===== src/rtl/ascon_perm_ctrl_2rc.sv =====
// Round sequencer for the 2-rounds-per-cycle ASCON permutation.
// It drives the round-constant generator and the datapath strobes. Optional macro: ASCON_PERM_ERR_EN (reject rounds_sel=11 with a sticky err).
module ascon_perm_ctrl_2rc #(
    parameter int ROUNDS_A  = 12,
    parameter int ROUNDS_B6 = 6,
    parameter int ROUNDS_B8 = 8,
    parameter int UNROLL    = 2
) (
    input  logic       clk,
    input  logic       rst,
    input  logic       start,
    input  logic [1:0] rounds_sel,
    output logic       ready,
    output logic       busy,
    output logic       rc_init,
    output logic       rc_inc,
    output logic [3:0] rc_consti,
    output logic       state_ld,
    output logic       round_en,
    output logic       last_rnd,
    output logic [2:0] rnd_cnt,
    output logic       done
`ifdef ASCON_PERM_ERR_EN
    ,
    output logic       err
`endif
);

    typedef enum logic [1:0] {IDLE, LOAD, RUN, DONE} state_t;

    localparam logic [2:0] CNT_A    = 3'(ROUNDS_A / UNROLL);
    localparam logic [2:0] CNT_B6   = 3'(ROUNDS_B6 / UNROLL);
    localparam logic [2:0] CNT_B8   = 3'(ROUNDS_B8 / UNROLL);
    localparam logic [3:0] CONST_A  = 4'(12 - ROUNDS_A);
    localparam logic [3:0] CONST_B6 = 4'(12 - ROUNDS_B6);
    localparam logic [3:0] CONST_B8 = 4'(12 - ROUNDS_B8);

    state_t     state_reg;
    logic [1:0] sel_reg;
    logic       ready_reg;
    logic       busy_reg;
    logic       rc_init_reg;
    logic       rc_inc_reg;
    logic [3:0] rc_consti_reg;
    logic       state_ld_reg;
    logic       round_en_reg;
    logic       last_rnd_reg;
    logic [2:0] rnd_cnt_reg;
    logic       done_reg;
`ifdef ASCON_PERM_ERR_EN
    logic       err_reg;
`endif

    // Encoding 11 (and anything unknown) falls back to the full 12-round p^a.
    function automatic logic [2:0] cycles_for(input logic [1:0] sel);
        case (sel)
            2'b01:   cycles_for = CNT_B8;
            2'b10:   cycles_for = CNT_B6;
            default: cycles_for = CNT_A;
        endcase
    endfunction

    function automatic logic [3:0] consti_for(input logic [1:0] sel);
        case (sel)
            2'b01:   consti_for = CONST_B8;
            2'b10:   consti_for = CONST_B6;
            default: consti_for = CONST_A;
        endcase
    endfunction

    always_ff @(posedge clk) begin
        if (rst) begin
            state_reg     <= IDLE;
            sel_reg       <= 2'b00;
            ready_reg     <= 1'b1;
            busy_reg      <= 1'b0;
            rc_init_reg   <= 1'b0;
            rc_inc_reg    <= 1'b0;
            rc_consti_reg <= 4'd0;
            state_ld_reg  <= 1'b0;
            round_en_reg  <= 1'b0;
            last_rnd_reg  <= 1'b0;
            rnd_cnt_reg   <= 3'd0;
            done_reg      <= 1'b0;
`ifdef ASCON_PERM_ERR_EN
            err_reg       <= 1'b0;
`endif
        end else begin
            rc_init_reg  <= 1'b0;
            rc_inc_reg   <= 1'b0;
            state_ld_reg <= 1'b0;
            round_en_reg <= 1'b0;
            last_rnd_reg <= 1'b0;
            done_reg     <= 1'b0;
            case (state_reg)
                IDLE: begin
                    // ready_reg is low while err is set, so no start gets through then.
                    if (start && ready_reg) begin
`ifdef ASCON_PERM_ERR_EN
                        if (rounds_sel == 2'b11) begin
                            err_reg   <= 1'b1;
                            ready_reg <= 1'b0;
                        end else
`endif
                        begin
                            sel_reg       <= rounds_sel;
                            rc_consti_reg <= consti_for(rounds_sel);
                            state_reg     <= LOAD;
                            ready_reg     <= 1'b0;
                            busy_reg      <= 1'b1;
                            rc_init_reg   <= 1'b1;
                            state_ld_reg  <= 1'b1;
                        end
                    end
                end
                LOAD: begin
                    state_reg    <= RUN;
                    rnd_cnt_reg  <= cycles_for(sel_reg);
                    round_en_reg <= 1'b1;
                    rc_inc_reg   <= (cycles_for(sel_reg) > 3'd1);
                    last_rnd_reg <= (cycles_for(sel_reg) == 3'd1);
                end
                RUN: begin
                    if (rnd_cnt_reg <= 3'd1) begin
                        state_reg   <= DONE;
                        rnd_cnt_reg <= 3'd0;
                        busy_reg    <= 1'b0;
                        done_reg    <= 1'b1;
                    end else begin
                        // The final cycle holds the generator on the last constant pair.
                        rnd_cnt_reg  <= rnd_cnt_reg - 3'd1;
                        round_en_reg <= 1'b1;
                        rc_inc_reg   <= (rnd_cnt_reg > 3'd2);
                        last_rnd_reg <= (rnd_cnt_reg == 3'd2);
                    end
                end
                DONE: begin
                    state_reg <= IDLE;
                    ready_reg <= 1'b1;
                end
                default: state_reg <= IDLE;
            endcase
        end
    end

    assign ready     = ready_reg;
    assign busy      = busy_reg;
    assign rc_init   = rc_init_reg;
    assign rc_inc    = rc_inc_reg;
    assign rc_consti = rc_consti_reg;
    assign state_ld  = state_ld_reg;
    assign round_en  = round_en_reg;
    assign last_rnd  = last_rnd_reg;
    assign rnd_cnt   = rnd_cnt_reg;
    assign done      = done_reg;
`ifdef ASCON_PERM_ERR_EN
    assign err       = err_reg;
`endif

endmodule

===== config.mk =====
export PLATFORM = sky130hd
export DESIGN_NAME = ascon_perm_ctrl_2rc
export DESIGN_NICKNAME = d
export VERILOG_FILES = /design/src/rtl/ascon_perm_ctrl_2rc.sv
export SDC_FILE = /design/constraint.sdc
export NUM_CORES = 1
export LEC_CHECK = 0
export ABC_AREA = 1
export BUFFER_PORTS_ARGS = -buffer_cell sky130_fd_sc_hd__buf_2
export CAP_MARGIN = 20
export CORE_MARGIN = 3
export CORE_UTILIZATION = 50
export DETAILED_ROUTE_END_ITERATION = 10
export PLACE_DENSITY = 0.77
export SLEW_MARGIN = 20
export SYNTH_ARGS = -nofsm -noshare
export SYNTH_HDL_FRONTEND = slang
export SYNTH_SLANG_ARGS = --single-unit

===== constraint.sdc =====
create_clock -name clk -period 1.6 [get_ports clk]
set_clock_uncertainty 0.1 [all_clocks]
set_input_delay 0.32 -clock clk [delete_from_list [all_inputs] [get_ports clk]]
set_output_delay 0.32 -clock clk [all_outputs]
set_load 0.02 [all_outputs]

# Word level (Yosys, flattened, before mapping)
# Cells that the tools add are included.
[classes]
add_sub_neg = 1
mul = 0
div = 0
magnitude_cmp = 3
n_eq_ne = 11
shift = 0
mux = 22
bitwise = 2
n_reduce_logical = 11
[ops]
columns = ["operator", "count"]
rows = [
  ["case mux 3 bit (2 select lines)", 3],
  ["case mux 1 bit (2 select lines)", 5],
  ["two-way mux 3 bit", 3],
  ["== test 2 bit, second input constant", 4],
  ["two-way mux 1 bit", 8],
  ["case mux 2 bit (4 select lines)", 1],
  ["== test 2 x 1 -> 1 bit, second input constant", 3],
  ["AND reduction 2 bit", 3],
  ["nonzero test 2 bit", 3],
  ["two-way mux 2 bit", 2],
  ["inequality test 2 bit, second input constant", 2],
  ["OR reduction 2 bit", 2],
  ["== test 3 x 1 -> 1 bit, second input constant", 1],
  ["== test 3 x 2 -> 1 bit, second input constant", 1],
  ["> comparator 3 x 1 -> 1 bit, second input constant", 1],
  ["> comparator 3 x 2 -> 1 bit, second input constant", 1],
  ["<= comparator 3 x 1 -> 1 bit, second input constant", 1],
  ["AND reduction 3 bit", 1],
  ["subtractor 3 x 1 -> 3 bit, second input constant", 1],
  ["zero test 2 bit", 1],
  ["NOT 1 bit", 2],
  ["logical AND 1 bit", 1],
]
[word_totals]
ff_bits = 18
latch_bits = 0
mem_bits_rw = 0
rom_bits = 0
in_bits = 5
mem_count = 0

# Logic depth before layout (Yosys ltp)
[depth]
ltp_word = 6
depth_mapped = 7

# Least setup slack after synthesis
# No wires, ideal clock.
[synth_path]
path_kind = "register to register"
start = "register rnd_cnt_reg[1], in the netlist rnd_cnt[1]"
end = "register rc_inc_reg, in the netlist rc_inc"
arrival_ns = 1.247
required_ns = 1.430
setup_slack_ns = 0.183
stages_incl_launch_ff = 6
path_buffers = 0
cell_sequence = "dfxtp_1 -> inv_1 -> ha_1 -> o21ai_2 -> nand3_2 -> a21oi_1"
[synth_via]
elab_chain_len = 3
[synth_lines]
columns = ["item", "line", "rtl"]
rows = [
  ["from (decl)", "48", "logic [2:0] rnd_cnt_reg;"],
  ["from (signal assigned)", "118", "rnd_cnt_reg <= cycles_for(sel_reg);"],
  ["from (signal assigned)", "131", "rnd_cnt_reg <= rnd_cnt_reg - 3'd1;"],
  ["> comparator 3 x 2 -> 1 bit or <= comparator 3 x 1 -> 1 bit (tied branches)", "133, 124", ""],
  ["two-way mux 1 bit *", "124", "if (rnd_cnt_reg <= 3'd1) begin"],
  ["case mux 1 bit (2 select lines) *", "95", "case (state_reg)"],
  ["to (signal assigned)", "120", "rc_inc_reg <= (cycles_for(sel_reg) > 3'd1);"],
  ["to (signal assigned)", "133", "rc_inc_reg <= (rnd_cnt_reg > 3'd2);"],
  ["to (decl)", "43", "logic rc_inc_reg;"],
]
# Every way passes the cells marked *; elsewhere a longest branch is shown, timed or not.
# A chain may end at the register's enable or synchronous reset.

# Worst setup path in the final report
[layout_path]
start = "register state_reg[1]"
end = "register rc_inc_reg, in the netlist rc_inc"
[layout_via]
elab_chain_len = 2
[layout_lines]
columns = ["item", "line", "rtl"]
rows = [
  ["from (decl)", "38", "state_t state_reg;"],
  ["from (signal assigned)", "73", "state_reg <= IDLE;"],
  ["from (signal assigned)", "108", "state_reg <= LOAD;"],
  ["from (signal assigned)", "117", "state_reg <= RUN;"],
  ["== test 2 bit or == test 2 x 1 -> 1 bit (tied branches)", "95", ""],
  ["case mux 1 bit (2 select lines) *", "95", ""],
]
# Marked as above.

==> results.txt <==
Status -> finished clean
Worst Path Buf+Inv -> 2
GRT overflow -> 0
Final hold vios -> 0
Total core area -> 1540 um^2
Commonest non-fill, non-tap cell in the layout -> nand2_1
Worst hold stages -> 2
Row cnt -> 14
CP max stage cell -> dfxtp_1
FF+latch count, synth -> 16
CP delay by family, top -> flip-flops
Finish-stage setup viols -> 0
Clock tree root buffer cell -> clkbuf_4
Critical path endpoint category -> flip-flop
Cell count of the worst reg-to-reg path -> 6
H-tree depth -> 1
Top FF cell, synth -> dfxtp_1
GPL Wtd Cong -> 0.742
I/O Buffers -> 17
Crit Path Max Fanout -> 5
RSZ-0062 raised after global routing -> no
Residual DRC -> 0
Most frequent cells in the layout -> nand2_1, buf_2, dfxtp_1
FFs w/ async S/R, synth -> 0%
Mapped cell area -> 837 um^2
Post-route ant nets -> 0
DRT Wirelength -> 1510 um
CTS Sinks -> 16
Largest net degree at the start of global routing -> 10
R2R Path Start -> state_reg[1]
YS warnings -> 0
Critical Path Stages -> 6
Number of synthesized flops with an enable pin -> 0
Shortest period the worst path allows -> 1.48 ns
Clock transition at path regs -> 0.09 ns
Worst-Skew Late Latency -> 0.28 ns
Setup TNS -> 0 ns
Ports -> 20
ANT cells -> 0
GRT Total Usage -> 15.9%
Mapped Cells -> 105
First-pass GRT wire length -> 2510 um
Reg2Reg Capture Point -> rc_inc
CTS tree -> built
Die height -> 46.9 um
CP required -> 1.72 ns
Hold Path Sink -> rnd_cnt[0]
Initial Util -> 54.3%
DR vias -> 706
Drt pass-1 iters -> 3
Register area share after synthesis -> 38.3%
Worst path max stage delay -> 0.41 ns
Leakage power -> 0.482 nW
Hold_buf cts -> 0
Post-CTS Resized -> 0
Hold Crit Class -> in -> reg
Antenna violations before repair -> 0
Starting DRT DRC Count -> 8
Layout cells sized above 1 -> 27.4%
Full die area -> 2200 um^2
Postcts setup bufs -> 0
Vias in the first global route -> 616
DP Wirelength -> 1220 um
Worst Path Arrival -> 1.60 ns
Tcrit/Tclk final -> 92.6%
Max-Cap Viols -> 0
Fmax -> 675 MHz
Avg Cell Area, Syn -> 7.97 um^2
Max FFs per register -> 3
Vias per Instance -> 5.04
Layout Utilization -> 62.3%
Netlist cell types -> 18
Worst Path Class, Setup -> reg -> reg
Max Root-Sink Buffers -> 2
Crit-path cells -> inv_1 -> ha_1 -> inv_2 -> nor2_1 -> nand3_2 -> a21oi_1
Pwr Density -> 2060 nW/um^2
Peak VDD IR -> 1150 uV
DR WL/cell -> 10.8 um
R2R setup slack -> 0.12 ns
Synth-to-layout area growth -> 14.6%
Hold Crit Start -> rst
Final Max Tran Viols -> 0
CTS Buf Count -> 3
Layout Nets -> 139
Die span in x -> 46.9 um
Setup crit start kind -> flip-flop
==> routing by layer <==
layer,vias to the layer above,track usage [%],part of all wire (%)
li1,372,-,-
met1,317,17.1,43
met2,15,29.5,51
met3,2,5.75,5.3
met4,0,3.31,0.66
met5,-,0,0
==> cells in the mapped netlist (2+ instances only) <==
cell type / count / area share, %
nand2_1: 22 / 9.9
dfxtp_1: 16 / 38
a21oi_1: 12 / 7.2
ha_1: 9 / 13
inv_1: 9 / 4.0
nor2_1: 8 / 3.6
nand3_1: 5 / 3.0
o21ai_0: 5 / 3.0
buf_4: 4 / 3.6
inv_2: 4 / 1.8
nand3_2: 3 / 3.6
a21oi_2: 2 / 2.1
==> through the flow <==
step	cells	worst slack, ns	instance area [um^2]	power, mW	hold WS [ns]
floorplan	106	0.183	841	1.48	0.282
global placement	136	0.173	923	1.70	0.350
detailed placement	136	0.142	923	1.74	0.354
CTS	140	0.113	960	2.00	0.149
global route	140	0.0147	960	2.17	0.147
finish	140	0.119	960	1.98	0.154
==> cell type report <==
| class | count | area (um^2) |
|---|---|---|
| fillers | 143 | 582 |
| multi-input cells | 73 | 442 |
| flip-flops and latches | 16 | 320 |
| repair buffers | 18 | 92.6 |
| inverters | 13 | 48.8 |
| clock buffers | 4 | 36.3 |
| well taps | 16 | 20.0 |
==> power breakdown <==
group | leakage (nW) | internal [mW] | switching, mW
clock network | 0.0210 | 0.139 | 0.125
registers | 0.131 | 0.525 | 0.112
logic | 0.329 | 0.384 | 0.697
==> cell families after synthesis <==
kind of cell / Yosys count / synth area share, %
AND/OR/NAND/NOR: 41 / 24.1
AO/OA/AOI/OAI: 20 / 13.3
buffers and inverters: 17 / 9.42
flip-flops: 16 / 38.3
adder cells (fa/ha/maj): 9 / 13.5
XOR/XNOR: 1 / 1.05
other: 1 / 0.448
==> worst max path at each step <==
stage                 startpoint      to  slack [ns]
floorplan             rnd_cnt[1]  rc_inc        0.18
global placement    state_reg[0]  rc_inc        0.17
detailed placement  state_reg[1]  rc_inc        0.14
finish              state_reg[1]  rc_inc        0.12
CTS                 state_reg[1]  rc_inc        0.11
global route        state_reg[1]  rc_inc        0.01
No activity file was read; power rests on OpenSTA's default activity.
